$ cat src/rtl/npu_pkg.sv
`default_nettype none
// ============================================================================
// Module : npu_pkg
// Desc   : Shared FSM state, pipeline tag type and latency constants for the
//          NPU pooling sequencer.
// Rev    : 1.0  initial release
// ============================================================================
package npu_pkg;

   typedef enum logic [2:0] {
      ST_IDLE  = 3'd0,
      ST_ISSUE = 3'd1,
      ST_GAP   = 3'd2,
      ST_DRAIN = 3'd3,
      ST_FIN   = 3'd4
   } seq_state_t;

   typedef struct packed {
      logic valid;
      logic first;
      logic last;
   } pipe_tag_t;

   localparam int c_rd_latency   = 1;
   localparam int c_relu_latency = 1;
   localparam int c_comp_latency = 1;

endpackage : npu_pkg
`default_nettype wire

$ cat src/rtl/npu_seq_tagpipe.sv
`default_nettype none
// ============================================================================
// Module : npu_seq_tagpipe
// Desc   : Three-stage tag shift register that turns issued reads into ReLU,
//          comparator and write strobes.
// Rev    : 1.0  initial release
// ============================================================================
module npu_seq_tagpipe
   import npu_pkg::*;
(
   input  logic      clk,
   input  logic      rst_n,
   input  logic      i_pool_en,
   input  pipe_tag_t i_tag,
   output logic      o_en_relu,
   output logic      o_rst_comp,
   output logic      o_en_comp,
   output logic      o_wr_en,
   output logic      o_drained
);

   pipe_tag_t r_s1;
   logic      r_s2_valid;
   logic      r_s2_last;
   logic      r_s3_wr;

   always_ff @(posedge clk) begin
      if (!rst_n) begin
         r_s1       <= '0;
         r_s2_valid <= 1'b0;
         r_s2_last  <= 1'b0;
         r_s3_wr    <= 1'b0;
      end else begin
         r_s1       <= i_tag;
         r_s2_valid <= r_s1.valid;
         r_s2_last  <= r_s1.last;
         r_s3_wr    <= r_s2_valid & r_s2_last & i_pool_en;
      end
   end

   // Drained means nothing remains that could still write after this cycle,
   // so the final write and DONE land on consecutive cycles.
   always_comb begin
      o_en_relu  = r_s1.valid;
      o_rst_comp = i_pool_en & r_s1.valid & r_s1.first;
      o_en_comp  = i_pool_en & r_s2_valid;
      o_wr_en    = i_pool_en ? r_s3_wr : r_s2_valid;
      o_drained  = i_pool_en ? !(r_s1.valid | r_s2_valid) : !r_s1.valid;
   end

endmodule : npu_seq_tagpipe
`default_nettype wire

$ cat src/rtl/npu_pool_sequencer.sv
`default_nettype none
// ============================================================================
// Module : npu_pool_sequencer
// Desc   : Sequences buffer reads through the ReLU stage and max comparator,
//          writing element-wise ReLU results or one max per window.
// Rev    : 1.0  initial release
// ============================================================================
module npu_pool_sequencer
   import npu_pkg::*;
#(
   parameter int DATA_W = 16,
   parameter int ADDR_W = 8,
   parameter int WIN_W  = 5
) (
   input  logic              CLK,
   input  logic              RST_N,
   input  logic              START,
   input  logic [ADDR_W-1:0] CFG_BASE_ADDR,
   input  logic [ADDR_W-1:0] CFG_OUT_ADDR,
   input  logic [WIN_W-1:0]  CFG_WIN_LEN,
   input  logic [7:0]        CFG_NUM_WIN,
   input  logic              CFG_POOL_EN,
   input  logic              CFG_BYPASS,
   input  logic [DATA_W-1:0] RELU_IN,
   input  logic [DATA_W-1:0] COMP_IN,
   output logic              RD_EN,
   output logic [ADDR_W-1:0] RD_ADDR,
   output logic              En_ReLU,
   output logic              En_MAC_ReLU,
   output logic              BYPASS_ReLU,
   output logic              EN_COMP,
   output logic              RST_COMP,
   output logic              WR_EN,
   output logic [ADDR_W-1:0] WR_ADDR,
   output logic [DATA_W-1:0] WR_DATA,
   output logic              BUSY,
   output logic              DONE
);

   seq_state_t        r_state;
   seq_state_t        w_state_nxt;
   logic [ADDR_W-1:0] r_rd_addr;
   logic [ADDR_W-1:0] r_wr_addr;
   logic [WIN_W-1:0]  r_elem_cnt;
   logic [WIN_W-1:0]  r_win_len;
   logic [7:0]        r_win_cnt;
   logic [7:0]        r_num_win;
   logic              r_pool;
   logic              r_bypass;

   logic [WIN_W-1:0]  w_cfg_win_len;
   logic              w_accept;
   logic              w_last_elem;
   logic              w_last_win;
   pipe_tag_t         w_tag;
   logic              w_en_relu;
   logic              w_rst_comp;
   logic              w_en_comp;
   logic              w_wr_en;
   logic              w_drained;

   // ReLU mode always uses single-element windows; a zero length means one.
   assign w_cfg_win_len = (!CFG_POOL_EN || (CFG_WIN_LEN == '0)) ? WIN_W'(1) : CFG_WIN_LEN;
   assign w_accept      = (r_state == ST_IDLE) && START;
   assign w_last_elem   = (r_elem_cnt == (r_win_len - WIN_W'(1)));
   assign w_last_win    = (r_win_cnt == (r_num_win - 8'd1));

   always_comb begin
      w_tag.valid = (r_state == ST_ISSUE);
      w_tag.first = (r_elem_cnt == '0);
      w_tag.last  = w_last_elem;
   end

   always_ff @(posedge CLK) begin
      if (!RST_N) begin
         r_state <= ST_IDLE;
      end else begin
         r_state <= w_state_nxt;
      end
   end

   always_comb begin
      w_state_nxt = r_state;
      unique case (r_state)
         ST_IDLE: begin
            if (START) begin
               w_state_nxt = (CFG_NUM_WIN == 8'd0) ? ST_FIN : ST_ISSUE;
            end
         end
         ST_ISSUE: begin
            if (w_last_elem) begin
               if (w_last_win) begin
                  w_state_nxt = ST_DRAIN;
               end else if (r_pool) begin
                  w_state_nxt = ST_GAP;
               end
            end
         end
         ST_GAP:   w_state_nxt = ST_ISSUE;
         ST_DRAIN: begin
            if (w_drained) begin
               w_state_nxt = ST_FIN;
            end
         end
         ST_FIN:   w_state_nxt = ST_IDLE;
         default:  w_state_nxt = ST_IDLE;
      endcase
   end

   always_ff @(posedge CLK) begin
      if (!RST_N) begin
         r_rd_addr  <= '0;
         r_wr_addr  <= '0;
         r_elem_cnt <= '0;
         r_win_len  <= '0;
         r_win_cnt  <= '0;
         r_num_win  <= '0;
         r_pool     <= 1'b0;
         r_bypass   <= 1'b0;
      end else begin
         if (w_accept) begin
            r_rd_addr  <= CFG_BASE_ADDR;
            r_wr_addr  <= CFG_OUT_ADDR;
            r_elem_cnt <= '0;
            r_win_len  <= w_cfg_win_len;
            r_win_cnt  <= '0;
            r_num_win  <= CFG_NUM_WIN;
            r_pool     <= CFG_POOL_EN;
            r_bypass   <= CFG_BYPASS;
         end else begin
            if (r_state == ST_ISSUE) begin
               r_rd_addr <= r_rd_addr + ADDR_W'(1);
               if (w_last_elem) begin
                  r_elem_cnt <= '0;
                  r_win_cnt  <= r_win_cnt + 8'd1;
               end else begin
                  r_elem_cnt <= r_elem_cnt + WIN_W'(1);
               end
            end
            if (w_wr_en) begin
               r_wr_addr <= r_wr_addr + ADDR_W'(1);
            end
         end
      end
   end

   npu_seq_tagpipe u_tagpipe (
      .clk        (CLK),
      .rst_n      (RST_N),
      .i_pool_en  (r_pool),
      .i_tag      (w_tag),
      .o_en_relu  (w_en_relu),
      .o_rst_comp (w_rst_comp),
      .o_en_comp  (w_en_comp),
      .o_wr_en    (w_wr_en),
      .o_drained  (w_drained)
   );

   always_comb begin
      BUSY        = (r_state != ST_IDLE);
      DONE        = (r_state == ST_FIN);
      RD_EN       = (r_state == ST_ISSUE);
      RD_ADDR     = RD_EN ? r_rd_addr : '0;
      En_ReLU     = w_en_relu;
      En_MAC_ReLU = w_en_relu;
      BYPASS_ReLU = BUSY & r_bypass;
      EN_COMP     = w_en_comp;
      RST_COMP    = w_rst_comp;
      WR_EN       = w_wr_en;
      WR_ADDR     = w_wr_en ? r_wr_addr : '0;
      WR_DATA     = w_wr_en ? (r_pool ? COMP_IN : RELU_IN) : '0;
   end

endmodule : npu_pool_sequencer
`default_nettype wire
$ cat config.mk
export PLATFORM = sky130hd
export DESIGN_NAME = npu_pool_sequencer
export DESIGN_NICKNAME = d
export VERILOG_FILES = /design/src/rtl/npu_pkg.sv /design/src/rtl/npu_seq_tagpipe.sv /design/src/rtl/npu_pool_sequencer.sv
export SDC_FILE = /design/constraint.sdc
export NUM_CORES = 1
export LEC_CHECK = 0
export CORE_MARGIN = 1.5
export CORE_UTILIZATION = 40
export CTS_CLUSTER_DIAMETER = 100
export DETAILED_ROUTE_END_ITERATION = 12
export PLACE_DENSITY = 0.68
export SLEW_MARGIN = 30
export SYNTH_ARGS = -nofsm -noshare
export SYNTH_HDL_FRONTEND = slang
export SYNTH_SLANG_ARGS = --single-unit
$ cat constraint.sdc
create_clock -name CLK -period 2.8 [get_ports CLK]
set_input_delay 0.56 -clock CLK [delete_from_list [all_inputs] [get_ports CLK]]
set_output_delay 0.56 -clock CLK [all_outputs]
set_load 0.01 [all_outputs]
==> results of run 1 <==
==> sequential cells by signal, indices dropped and copies added (netlist names), 2 cells and up <==
signal,flops
r_num_win,8
r_rd_addr,8
r_win_cnt,8
r_wr_addr,8
r_elem_cnt,5
r_win_len,5
r_state,3
u_tagpipe.r_s1,2
==> power by group through the flow <==
| stage | logic (mW) | clock network [mW] | registers [mW] |
|---|---|---|---|
| 2_1_floorplan | 0.203 | 0 | 0.831 |
| 3_3_place_gp | 0.364 | 0 | 0.841 |
| 3_5_place_dp | 0.372 | 0 | 0.842 |
| 4_1_cts | 0.374 | 0.552 | 0.825 |
| 5_1_grt | 0.409 | 0.586 | 0.831 |
| 6_report | 0.372 | 0.546 | 0.825 |
==> cell type report <==
| cell class | instances | area, sq um | area share |
|---|---|---|---|
| tap | 102 | 128 | 0.0290 |
| inverter | 13 | 48.8 | 0.0111 |
| clock buffer | 6 | 82.6 | 0.0187 |
| timing repair buffer | 115 | 1140 | 0.259 |
| sequential | 53 | 1060 | 0.241 |
| multi-input combinational | 303 | 1910 | 0.433 |
| clock inverter | 2 | 37.5 | 0.00852 |
==> per-stage QoR <==
stage	total power, mW	util	instances	worst slack, ns	area [sq um]
floorplan	1.03	-	394	0.616	3130
global placement	1.21	0.561	586	0.396	4290
detailed placement	1.21	0.561	586	0.341	4290
CTS	1.75	0.576	594	0.0828	4410
global route	1.83	0.576	594	0.0825	4410
finish	1.74	0.576	594	0.188	4410
==> placed cells by master (no fill, tap or decap), types with 2 or more instances in the layout <==
| cell | instances |
|---|---|
| clkdlybuf4s50_1 | 106 |
| dfxtp_1 | 53 |
| nand2_1 | 45 |
| nor2_1 | 44 |
| a21oi_1 | 30 |
| and2_1 | 22 |
| mux2i_1 | 17 |
| nand3_1 | 15 |
| xor2_1 | 13 |
| inv_1 | 12 |
| o21ai_0 | 12 |
| xnor2_1 | 12 |
| and3_1 | 9 |
| a211oi_1 | 9 |
| nor3_1 | 8 |
| buf_4 | 8 |
| ha_1 | 7 |
| or3_1 | 6 |
| clkbuf_8 | 6 |
| nand4_1 | 5 |
| nand2b_1 | 3 |
| nor4_1 | 3 |
| nand4b_1 | 3 |
| o21bai_1 | 3 |
| a221oi_1 | 3 |
| a31oi_1 | 3 |
| nor3b_1 | 2 |
| nor2b_1 | 2 |
| o31ai_1 | 2 |
| a311oi_1 | 2 |
| a222oi_1 | 2 |
==> metal layers <==
metal / routed length [um] / vias to the layer above / share of wire
met1: 3890 / 1482 / 0.46
met5: 0 / - / 0
met4: 55 / 0 / 0.0065
li1: - / 1567 / -
met3: 441 / 4 / 0.052
met2: 4020 / 83 / 0.48
==> synthesized netlist by cell type, drive strengths merged (2+ instances only) <==
cell type   n  share of area
nand4       5          0.010
a221oi      3         0.0084
a2111oi     2          0.014
xnor2      13          0.039
xor2       13          0.036
dfxtp      53           0.34
o21ai      12          0.019
clkbuf     18          0.022
nand4b      3         0.0084
a222oi      2         0.0064
nor3b       2         0.0048
nand2      45          0.054
nor2       44          0.053
and2       22          0.044
a211oi      9          0.022
a21oi      30          0.048
inv        13          0.016
nor3        8          0.013
a31oi       3         0.0060
ha          7          0.028
a311oi      2         0.0056
or3         6          0.012
o31ai       2         0.0048
nor2b       2         0.0040
o21bai      3         0.0072
nor4        4          0.010
nand2b      3         0.0060
and3        9          0.018
mux2i      17          0.054
nand3      15          0.024
buf         7          0.014
==> cell families after synthesis <==
group	count (synthesis)	share of synthesized area
and+or+nand+nor	173	0.276
AOI/OAI and AO/OA	80	0.176
DFF	53	0.339
buffers and inverters	38	0.0508
xor gates and xnor gates	26	0.0752
muxes	17	0.0544
adders and majority gates	7	0.0280
==> worst max-delay path by stage <==
stage,startpoint,slack [ns],depth (start not counted),end
6_report,r_state[1],0.19,4,RD_ADDR[5]
5_1_grt,r_state[1],0.08,4,RD_ADDR[5]
4_1_cts,r_state[1],0.08,4,RD_ADDR[5]
3_5_place_dp,START,0.34,7,r_rd_addr[3]
3_3_place_gp,START,0.40,6,r_win_cnt[7]
2_1_floorplan,r_state[0],0.62,7,RD_ADDR[0]
==> impl_table.tex, run 1 <==
\begin{tabular}{lr}
\hline
Metric & Value \\
\hline
\multicolumn{2}{l}{\textbf{Status}} \\
\quad Status & finished, final reports clean \\
\multicolumn{2}{l}{\textbf{Power and ir drop}} \\
\quad Static Leak & between 1.5 and 2 nW \\
\quad Net Switching & between 400 and 500 uW \\
\quad Fraction of power spent switching nets & 0.263 \\
\quad Clock group share of total power & 0.313 \\
\quad PD cells & between 300 and 400 nW/um\^{}2 \\
\quad Sequential fraction of design power & 0.473 \\
\quad Max rail drop VDD & between 0.0002 and 0.00025 V \\
\quad Internal power component & $\sim$1.3 mW \\
\quad Share of power burned in combinational logic & 0.213 \\
\multicolumn{2}{l}{\textbf{Finish}} \\
\quad \# nets final & $\sim$560 \\
\quad Layout overhead on the synthesized area & 40.9\% \\
\quad Share of layout cells above drive strength 1 & 0.0528 \\
\quad Count of antenna diodes in the layout & 0 \\
\quad Layout filler cell count & between 700 and 800 \\
\multicolumn{2}{l}{\textbf{Worst setup path}} \\
\quad Worst Reg2Reg Path Length in Cells & 7 \\
\quad CP endpoint kind & output port \\
\quad Largest stage delay, worst path & about 0.55 ns \\
\quad Cell at the slowest stage of the critical path & clkdlybuf4s50\_1 \\
\quad Sequence of cells on the critical path & or3b\_1 -> inv\_2 -> and2\_1 -> clkdlybuf4s50\_1 \\
\quad Category of the critical setup timing path & reg -> out \\
\quad Maximum fanout encountered on the critical timing path & 10 \\
\quad Critical path data arrival time & just over 2 ns \\
\quad Register-to-register setup slack & just over 0.6 ns \\
\quad Required @ worst endpoint & about 2.2 ns \\
\quad Startpoint of the worst register-to-register path & r\_win\_len[0] \\
\quad Startpoint types & flop \\
\quad Number of buffer and inverter stages on the critical path & 2 \\
\quad Worst reg2reg path endpoint & r\_win\_cnt[5] \\
\quad CP delay by family, top & buffers and inverters \\
\multicolumn{2}{l}{\textbf{Clock network}} \\
\quad H-tree levels & 2 \\
\quad CTS sink cnt & 53 \\
\quad Clock transition at the register clock pins on the worst setup and hold paths after CTS & approximately 0.10 ns \\
\quad TritonCTS clock tree & built \\
\quad Clock latency of the later-clocked register in the worst-skew pair & between 0.3 and 0.4 ns \\
\quad CTS resizes & 0 \\
\quad Root Buffer & clkbuf\_8 \\
\quad Clock buffer depth & 2 \\
\quad Number of buffers added for setup after CTS & 0 \\
\quad Clock buffers created by TritonCTS & 5 \\
\quad Hold buffer count at cts & 0 \\
\multicolumn{2}{l}{\textbf{Yosys}} \\
\quad Number of warnings issued by yosys & 0 \\
\quad \#FFs+latches synth & 53 \\
\quad Cell count after synthesis & roughly 390 \\
\quad Most used flip-flop cell after synthesis & dfxtp\_1 \\
\quad Syn avg cell area & 7.94 sq um \\
\quad Sequential-to-total area share from yosys stat & 0.339 \\
\quad Count of flip-flops with a built-in enable after synthesis & 0 \\
\quad Synthesized netlist net count & around 470 \\
\quad Asr flop ratio synth & 0 \\
\quad Syn Std Cell Area & between 3000 and 4000 sq um \\
\quad Synth unique cells & between 50 and 60 \\
\multicolumn{2}{l}{\textbf{Timing}} \\
\quad Post-layout min period & 2.61 ns \\
\quad Max Transition Viols Final & 0 \\
\quad Final worst path period share & 0.933 \\
\quad Clk\_skew & between 0.01 and 0.015 ns \\
\quad Final count of hold timing violations & 0 \\
\quad Setup repair after global routing missed its margin & no \\
\quad Setup Viol. Count Final & 0 \\
\quad Tightest hold margin & about 0.45 ns \\
\quad F\_max & between 0.3 and 0.4 GHz \\
\quad Actual slew at the worst max-slew pin & around 0.50 ns \\
\quad Setup total negative slack & 0 ns \\
\quad Max\_slew headroom & 0.666 \\
\multicolumn{2}{l}{\textbf{Floorplanning}} \\
\quad Y dimension of the die & $\sim$90 um \\
\quad Starting density of the core & 0.409 \\
\quad Core region area & about 7600 sq um \\
\quad I/O pin count & around 110 \\
\quad Core Rows & 32 \\
\quad Die width & $\sim$91 um \\
\quad Full die area & between 8000 and 9000 sq um \\
\multicolumn{2}{l}{\textbf{GRT}} \\
\quad Largest net degree at the start of global routing & 41 \\
\quad GR Util met2 & 0.350 \\
\quad Vias in the first global route & between 2000 and 3000 \\
\quad Number of antenna violations at the first check in global routing & 0 \\
\quad Total Routing Usage GR & 0.206 \\
\quad Layer with the highest usage after global routing & met2 \\
\quad Remaining global-route overflow & 0 \\
\quad First-pass GRT wire length & $\sim$14 mm \\
\quad Met1 demand-to-capacity share in global routing & 0.261 \\
\quad Routing usage on met3 & 0.0536 \\
\multicolumn{2}{l}{\textbf{Placement}} \\
\quad HPWL Detailed & between 6 and 7 mm \\
\quad Count of port buffers added during placement & approximately 110 \\
\quad Routability congestion estimate from global placement & a little under 0.9 \\
\multicolumn{2}{l}{\textbf{Detailed routing}} \\
\quad Number of vias in the routed layout & between 3000 and 4000 \\
\quad Average vias per placed instance & $\sim$5.3 \\
\quad Residual DRC & 0 \\
\quad Number of violations reported at the end of detailed-routing iteration 0 & between 150 and 200 \\
\quad Post-route ant nets & 0 \\
\quad Average wire per standard cell & approximately 14 um \\
\quad WL final & around 8.4 mm \\
\quad DR pass1 iterations & 5 \\
\multicolumn{2}{l}{\textbf{Worst hold path}} \\
\quad Worst-case hold path end point & u\_tagpipe.r\_s2\_last \\
\quad Hold Crit Class & reg -> reg \\
\quad Cells on Worst Hold Path & 1 \\
\quad Beginning of the worst hold path & u\_tagpipe.r\_s1[0] \\
\multicolumn{2}{l}{\textbf{Job}} \\
\quad Max\_cap viols & 0 \\
\hline
\end{tabular}
Note: power is estimated with default switching activity, not from simulation.
==> run 2: changes to the inputs <==
--- a/config.mk
+++ b/config.mk
@@ -5,6 +5,7 @@
 export SDC_FILE = /design/constraint.sdc
 export NUM_CORES = 1
 export LEC_CHECK = 0
+export CORE_ASPECT_RATIO = 1.1
 export CORE_MARGIN = 1.5
 export CORE_UTILIZATION = 40
 export CTS_CLUSTER_DIAMETER = 100
==> impl_table.tex, run 2 (same netlist as run 1, synthesis figures left out) <==
\begin{tabular}{lr}
\hline
Metric & Value \\
\hline
\multicolumn{2}{l}{\textbf{Status}} \\
\quad Status & finished, final reports clean \\
\multicolumn{2}{l}{\textbf{Finish}} \\
\quad Count of antenna diodes in the layout & 0 \\
\quad Layout filler cell count & roughly 710 \\
\quad Register area & around 1100 sq um \\
\quad \# nets final & 566 \\
\quad Number of standard cells in the layout, taps in and fillers out & $\sim$600 \\
\quad Most common cell after layout, fill and taps aside & clkdlybuf4s50\_1 \\
\quad Multi-input gate area & between 1500 and 2000 sq um \\
\quad Layout overhead on the synthesized area & 40.6\% \\
\quad Commonest cells after routing, fill and taps aside & clkdlybuf4s50\_1 (106), dfxtp\_1 (52), nand2\_1 (45) \\
\quad Share of layout cells above drive strength 1 & 0.0587 \\
\multicolumn{2}{l}{\textbf{Placement}} \\
\quad Dpl cells & slightly below 600 \\
\quad Worst slack at placement & between 0.3 and 0.4 ns \\
\quad Routability congestion estimate from global placement & roughly 0.90 \\
\quad HPWL Detailed & roughly 6 mm \\
\quad Count of port buffers added during placement & around 110 \\
\multicolumn{2}{l}{\textbf{Worst setup path}} \\
\quad Startpoint of the worst register-to-register path & r\_num\_win[0] \\
\quad Category of the critical setup timing path & reg -> out \\
\quad CP endpoint kind & output port \\
\quad Worst Reg2Reg Path Length in Cells & 7 \\
\quad Sequence of cells on the critical path & or3b\_1 -> inv\_2 -> buf\_4 -> and2\_1 -> clkdlybuf4s50\_1 \\
\quad Critical path data arrival time & just over 2 ns \\
\quad Maximum fanout encountered on the critical timing path & 8 \\
\quad Startpoint types & flop \\
\quad Register-to-register setup slack & roughly 0.60 ns \\
\quad Number of buffer and inverter stages on the critical path & 3 \\
\quad CP delay by family, top & buffers and inverters \\
\quad Worst reg2reg path endpoint & r\_state[0] \\
\quad Largest stage delay, worst path & 0.53 ns \\
\quad Cell depth of the worst setup path & 5 \\
\quad Timing startpoint of the critical path & r\_state[1] \\
\quad Cell at the slowest stage of the critical path & clkdlybuf4s50\_1 \\
\quad Worst setup path endpoint & RD\_ADDR[3] \\
\quad Required @ worst endpoint & $\sim$2.2 ns \\
\multicolumn{2}{l}{\textbf{Timing}} \\
\quad Setup repair after global routing missed its margin & no \\
\quad Setup Viol. Count Final & 0 \\
\quad Max Transition Viols Final & 0 \\
\quad Post-layout min period & roughly 2.6 ns \\
\quad Final count of hold timing violations & 0 \\
\quad Clk\_skew & about 0.011 ns \\
\quad Setup total negative slack & 0 ns \\
\quad Max\_slew headroom & 0.651 \\
\quad PnR worst setup slack & around 0.17 ns \\
\quad Final worst path period share & 0.940 \\
\quad F\_max & about 0.38 GHz \\
\quad Tightest hold margin & roughly 0.45 ns \\
\quad Actual slew at the worst max-slew pin & 0.520 ns \\
\multicolumn{2}{l}{\textbf{Job}} \\
\quad Max\_cap viols & 0 \\
\multicolumn{2}{l}{\textbf{GRT}} \\
\quad Vias in the first global route & approximately 2900 \\
\quad First-pass GRT wire length & about 13 mm \\
\quad Largest net degree at the start of global routing & 41 \\
\quad Remaining global-route overflow & 0 \\
\quad Number of antenna violations at the first check in global routing & 0 \\
\quad Total Routing Usage GR & 0.201 \\
\multicolumn{2}{l}{\textbf{Detailed routing}} \\
\quad DR pass1 iterations & 4 \\
\quad Average vias per placed instance & about 5 \\
\quad Post-route ant nets & 0 \\
\quad WL final & between 8 and 9 mm \\
\quad Number of violations reported at the end of detailed-routing iteration 0 & about 110 \\
\quad Residual DRC & 0 \\
\quad Number of vias in the routed layout & between 3000 and 4000 \\
\quad Average wire per standard cell & roughly 14 um \\
\multicolumn{2}{l}{\textbf{Floorplanning}} \\
\quad Die width & approximately 87 um \\
\quad Y dimension of the die & roughly 96 um \\
\quad I/O pin count & 107 \\
\quad Starting density of the core & 0.416 \\
\quad Core Rows & 33 \\
\quad Core region area & around 7500 sq um \\
\quad Full die area & 8360 sq um \\
\multicolumn{2}{l}{\textbf{Clock network}} \\
\quad Clock buffers created by TritonCTS & 5 \\
\quad Clock latency of the later-clocked register in the worst-skew pair & 0.31 ns \\
\quad Number of buffers added for setup after CTS & 0 \\
\quad TritonCTS clock tree & built \\
\quad CTS resizes & 0 \\
\quad H-tree levels & 2 \\
\quad Clock transition at the register clock pins on the worst setup and hold paths after CTS & roughly 0.1 ns \\
\quad CTS sink cnt & 53 \\
\quad Hold buffer count at cts & 0 \\
\quad Clock buffer depth & 2 \\
\quad Root Buffer & clkbuf\_8 \\
\multicolumn{2}{l}{\textbf{Power and ir drop}} \\
\quad Share of power burned in combinational logic & 0.226 \\
\quad PD cells & 372 nW/um\^{}2 \\
\quad Fraction of power spent switching nets & 0.283 \\
\quad Max rail drop VDD & about 0.00020 V \\
\quad Internal power component & between 1 and 1.5 mW \\
\quad Sequential fraction of design power & 0.506 \\
\quad Clock group share of total power & 0.268 \\
\quad Static Leak & around 1.6 nW \\
\quad Net Switching & 463 uW \\
\multicolumn{2}{l}{\textbf{Worst hold path}} \\
\quad Hold Crit Class & reg -> reg \\
\hline
\end{tabular}
-- run 2: cell count changes in the layout (fill, tap and decap cells not counted) --
cell / delta
buf_4: +2
bufinv_16: -1
clkbuf_8: -1
clkinvlp_4: +2
dfxtp_1: -1
dfxtp_2: +1
-- run 2: through the flow --
step	total power [mW]	utilization	cell area, sq um
CTS	1.65	0.585	4400
global route	1.72	0.585	4400
floorplan	1.03	-	3130
detailed placement	1.21	0.573	4310
finish	1.63	0.585	4400
global placement	1.21	0.573	4310
-- run 2: final cells by class --
| type | count | area share |
|---|---|---|
| Timing Repair Buffer | 117 | 0.263 |
| Clock buffer | 5 | 0.0156 |
| Inverter | 13 | 0.0111 |
| Sequential cell | 53 | 0.242 |
| Clock inverter | 3 | 0.00512 |
| Tap cell | 105 | 0.0299 |
| Multi-Input combinational cell | 303 | 0.434 |
-- run 2: how the worst min path moves through the flow --
stage                                  from             endpoint  slack, ns  cells past startpoint
after floorplan           u_tagpipe.r_s1[0]  u_tagpipe.r_s2_last       0.41                      1
after global placement    u_tagpipe.r_s1[0]  u_tagpipe.r_s2_last       0.42                      1
after detailed placement  u_tagpipe.r_s1[0]  u_tagpipe.r_s2_last       0.43                      1
after CTS                 u_tagpipe.r_s1[0]  u_tagpipe.r_s2_last       0.45                      1
after global routing      u_tagpipe.r_s1[0]  u_tagpipe.r_s2_last       0.46                      1
final                     u_tagpipe.r_s1[0]  u_tagpipe.r_s2_last       0.45                      1
-- run 2: worst reg2reg max path: cells and delay by family (launching register included) --
kind	cells	cell delay, ns
AO/OA/AOI/OAI	5	1.23
flip-flops	1	0.48
buffers and inverters	1	0.08
adder cells (fa/ha/maj)	1	0.32
-- run 2: power groups by stage --
stage	Clock, mW	Sequential (mW)	Combinational [mW]
final	0.439	0.827	0.370
after global routing	0.482	0.834	0.408
after CTS	0.451	0.826	0.371
after detailed placement	0	0.843	0.368
after global placement	0	0.844	0.364
after floorplan	0	0.831	0.203
-- run 2: routing by layer --
| metal | track usage | vias up | share of wire |
|---|---|---|---|
| met5 | 0 | - | 0 |
| met4 | 0.0741 | 0 | 0.022 |
| met3 | 0.0386 | 17 | 0.052 |
| met2 | 0.344 | 81 | 0.47 |
| met1 | 0.252 | 1371 | 0.46 |
| li1 | - | 1581 | - |
==> run 3: changes to the inputs <==
--- a/config.mk
+++ b/config.mk
@@ -10,6 +10,7 @@
 export CORE_UTILIZATION = 40
 export CTS_CLUSTER_DIAMETER = 100
 export DETAILED_ROUTE_END_ITERATION = 12
+export HOLD_SLACK_MARGIN = 0.12
 export PLACE_DENSITY = 0.68
 export SLEW_MARGIN = 30
 export SYNTH_ARGS = -nofsm -noshare
==> constraint.sdc (replaced) <==
create_clock -name CLK -period 3.3 [get_ports CLK]
set_input_delay 0.66 -clock CLK [delete_from_list [all_inputs] [get_ports CLK]]
set_output_delay 0.66 -clock CLK [all_outputs]
set_load 0.01 [all_outputs]
==> impl_table.tex, run 3 (same netlist as run 1, synthesis figures left out) <==
\begin{tabular}{lr}
\hline
Metric & Value \\
\hline
\multicolumn{2}{l}{\textbf{Placement}} \\
\quad Dpl cells & 586 \\
\quad Routability congestion estimate from global placement & about 0.84 \\
\quad HPWL Detailed & 6.21 mm \\
\quad Count of port buffers added during placement & approximately 110 \\
\quad Worst slack at placement & 0.529 ns \\
\quad Area after DPL & around 4300 sq um \\
\multicolumn{2}{l}{\textbf{Timing}} \\
\quad Max Transition Viols Final & 0 \\
\quad F\_max & roughly 0.32 GHz \\
\quad Final worst path period share & 0.943 \\
\quad Post-layout min period & between 3 and 4 ns \\
\quad Actual slew at the worst max-slew pin & around 0.82 ns \\
\quad Setup repair after global routing missed its margin & no \\
\quad Final count of hold timing violations & 0 \\
\quad Max\_slew headroom & 0.450 \\
\quad Tightest hold margin & roughly 0.44 ns \\
\quad PnR worst setup slack & around 0.19 ns \\
\quad Setup Viol. Count Final & 0 \\
\quad Clk\_skew & about 0.0067 ns \\
\quad Setup total negative slack & 0 ns \\
\multicolumn{2}{l}{\textbf{Floorplanning}} \\
\quad Full die area & $\sim$8400 sq um \\
\quad Y dimension of the die & 95.7 um \\
\quad Starting density of the core & 0.416 \\
\quad Die width & 87.3 um \\
\quad Core Rows & 33 \\
\quad I/O pin count & about 110 \\
\quad Core region area & roughly 7500 sq um \\
\multicolumn{2}{l}{\textbf{Clock network}} \\
\quad CTS resizes & 0 \\
\quad TritonCTS clock tree & built \\
\quad Clock latency of the later-clocked register in the worst-skew pair & about 0.30 ns \\
\quad Root Buffer & clkbuf\_8 \\
\quad H-tree levels & 2 \\
\quad Number of buffers added for setup after CTS & 0 \\
\quad Clock buffer depth & 2 \\
\quad Hold buffer count at cts & 0 \\
\quad CTS sink cnt & 53 \\
\quad Clock buffers created by TritonCTS & 5 \\
\quad Clock transition at the register clock pins on the worst setup and hold paths after CTS & 0.08 ns \\
\multicolumn{2}{l}{\textbf{Power and ir drop}} \\
\quad Overall power consumption & between 1 and 1.5 mW \\
\quad Max rail drop VDD & a little over 0.0002 V \\
\quad Static Leak & approximately 1.6 nW \\
\quad PD cells & about 320 nW/um\^{}2 \\
\multicolumn{2}{l}{\textbf{Worst setup path}} \\
\quad CP endpoint kind & output port \\
\quad Cell depth of the worst setup path & 4 \\
\quad Startpoint of the worst register-to-register path & r\_num\_win[0] \\
\quad CP delay by family, top & buffers and inverters \\
\quad Worst Reg2Reg Path Length in Cells & 7 \\
\quad Number of buffer and inverter stages on the critical path & 2 \\
\quad Register-to-register setup slack & between 1 and 1.5 ns \\
\quad Cell at the slowest stage of the critical path & clkdlybuf4s50\_1 \\
\quad Category of the critical setup timing path & reg -> out \\
\quad Maximum fanout encountered on the critical timing path & 20 \\
\quad Startpoint types & flop \\
\quad Largest stage delay, worst path & about 0.55 ns \\
\quad Critical path data arrival time & $\sim$2.5 ns \\
\quad Worst reg2reg path endpoint & r\_state[0] \\
\quad Sequence of cells on the critical path & or3b\_1 -> inv\_1 -> and2\_1 -> clkdlybuf4s50\_1 \\
\quad Required @ worst endpoint & 2.64 ns \\
\multicolumn{2}{l}{\textbf{GRT}} \\
\quad Layer with the highest usage after global routing & met2 \\
\quad First-pass GRT wire length & 14.4 mm \\
\quad Routing usage on met3 & 0.0360 \\
\quad Total Routing Usage GR & 0.213 \\
\quad Met1 demand-to-capacity share in global routing & 0.283 \\
\quad Largest net degree at the start of global routing & 30 \\
\quad Number of antenna violations at the first check in global routing & 0 \\
\quad Remaining global-route overflow & 0 \\
\quad GR Util met2 & 0.356 \\
\quad Vias in the first global route & between 3000 and 4000 \\
\multicolumn{2}{l}{\textbf{Worst hold path}} \\
\quad Worst-case hold path end point & u\_tagpipe.r\_s2\_last \\
\quad Cells on Worst Hold Path & 1 \\
\quad Beginning of the worst hold path & u\_tagpipe.r\_s1[0] \\
\quad Hold Crit Class & reg -> reg \\
\multicolumn{2}{l}{\textbf{Finish}} \\
\quad Most common cell after layout, fill and taps aside & clkdlybuf4s50\_1 \\
\quad Share of layout cells above drive strength 1 & 0.0410 \\
\quad Multi-input gate area & about 1900 sq um \\
\quad Core utilization of the finished layout & 0.578 \\
\quad Register area & $\sim$1100 sq um \\
\quad Number of standard cells in the layout, taps in and fillers out & 593 \\
\quad Layout overhead on the synthesized area & 38.8\% \\
\quad \# nets final & 561 \\
\quad Layout filler cell count & approximately 700 \\
\quad Commonest cells after routing, fill and taps aside & clkdlybuf4s50\_1 (106), dfxtp\_1 (53), nand2\_1 (45) \\
\quad Total non-filler cell area in the finished layout & around 4300 sq um \\
\quad Count of antenna diodes in the layout & 0 \\
\multicolumn{2}{l}{\textbf{Detailed routing}} \\
\quad Number of violations reported at the end of detailed-routing iteration 0 & 137 \\
\quad DR pass1 iterations & 4 \\
\quad Average wire per standard cell & 13.9 um \\
\quad Residual DRC & 0 \\
\quad WL final & approximately 8.2 mm \\
\quad Average vias per placed instance & approximately 5.2 \\
\quad Number of vias in the routed layout & just over 3000 \\
\quad Post-route ant nets & 0 \\
\multicolumn{2}{l}{\textbf{Status}} \\
\quad Status & finished, final reports clean \\
\multicolumn{2}{l}{\textbf{Job}} \\
\quad Max\_cap viols & 0 \\
\hline
\end{tabular}
run 3: worst register-to-register path, stage by stage (launching register included):
cell       delay, ns
dfxtp_1         0.48
inv_1           0.08
ha_1            0.32
o21ba_2         0.23
a221oi_1        0.30
a41oi_1         0.10
a211o_1         0.34
a2111oi_2       0.31
run 3: worst max path at each step:
| stage | startpoint | end |
|---|---|---|
| 3_5_place_dp | r_state[0] | RD_ADDR[5] |
| 4_1_cts | r_state[0] | RD_ADDR[5] |
| 2_1_floorplan | r_state[0] | RD_ADDR[0] |
| 3_3_place_gp | START | r_rd_addr[3] |
| 6_report | r_state[0] | RD_ADDR[5] |
| 5_1_grt | r_state[0] | RD_ADDR[5] |
run 3: cell type report:
| type | instances | area share |
|---|---|---|
| Multi-Input combinational cell | 303 | 0.439 |
| Timing Repair Buffer | 112 | 0.255 |
| Tap cell | 105 | 0.0303 |
| Inverter | 13 | 0.0112 |
| Clock buffer | 7 | 0.0199 |
| Sequential cell | 53 | 0.244 |
run 3: where the power goes:
group	internal (mW)	switching, mW	total (mW)
clock	0.167	0.199	0.366
combinational	0.168	0.138	0.306
sequential	0.669	0.0314	0.700
run 3: metal layers:
metal  vias to the layer above  wire, um
li1                       1567         -
met1                      1437      3810
met2                        92      3930
met3                        15       378
met4                         0       134
met5                         -         0
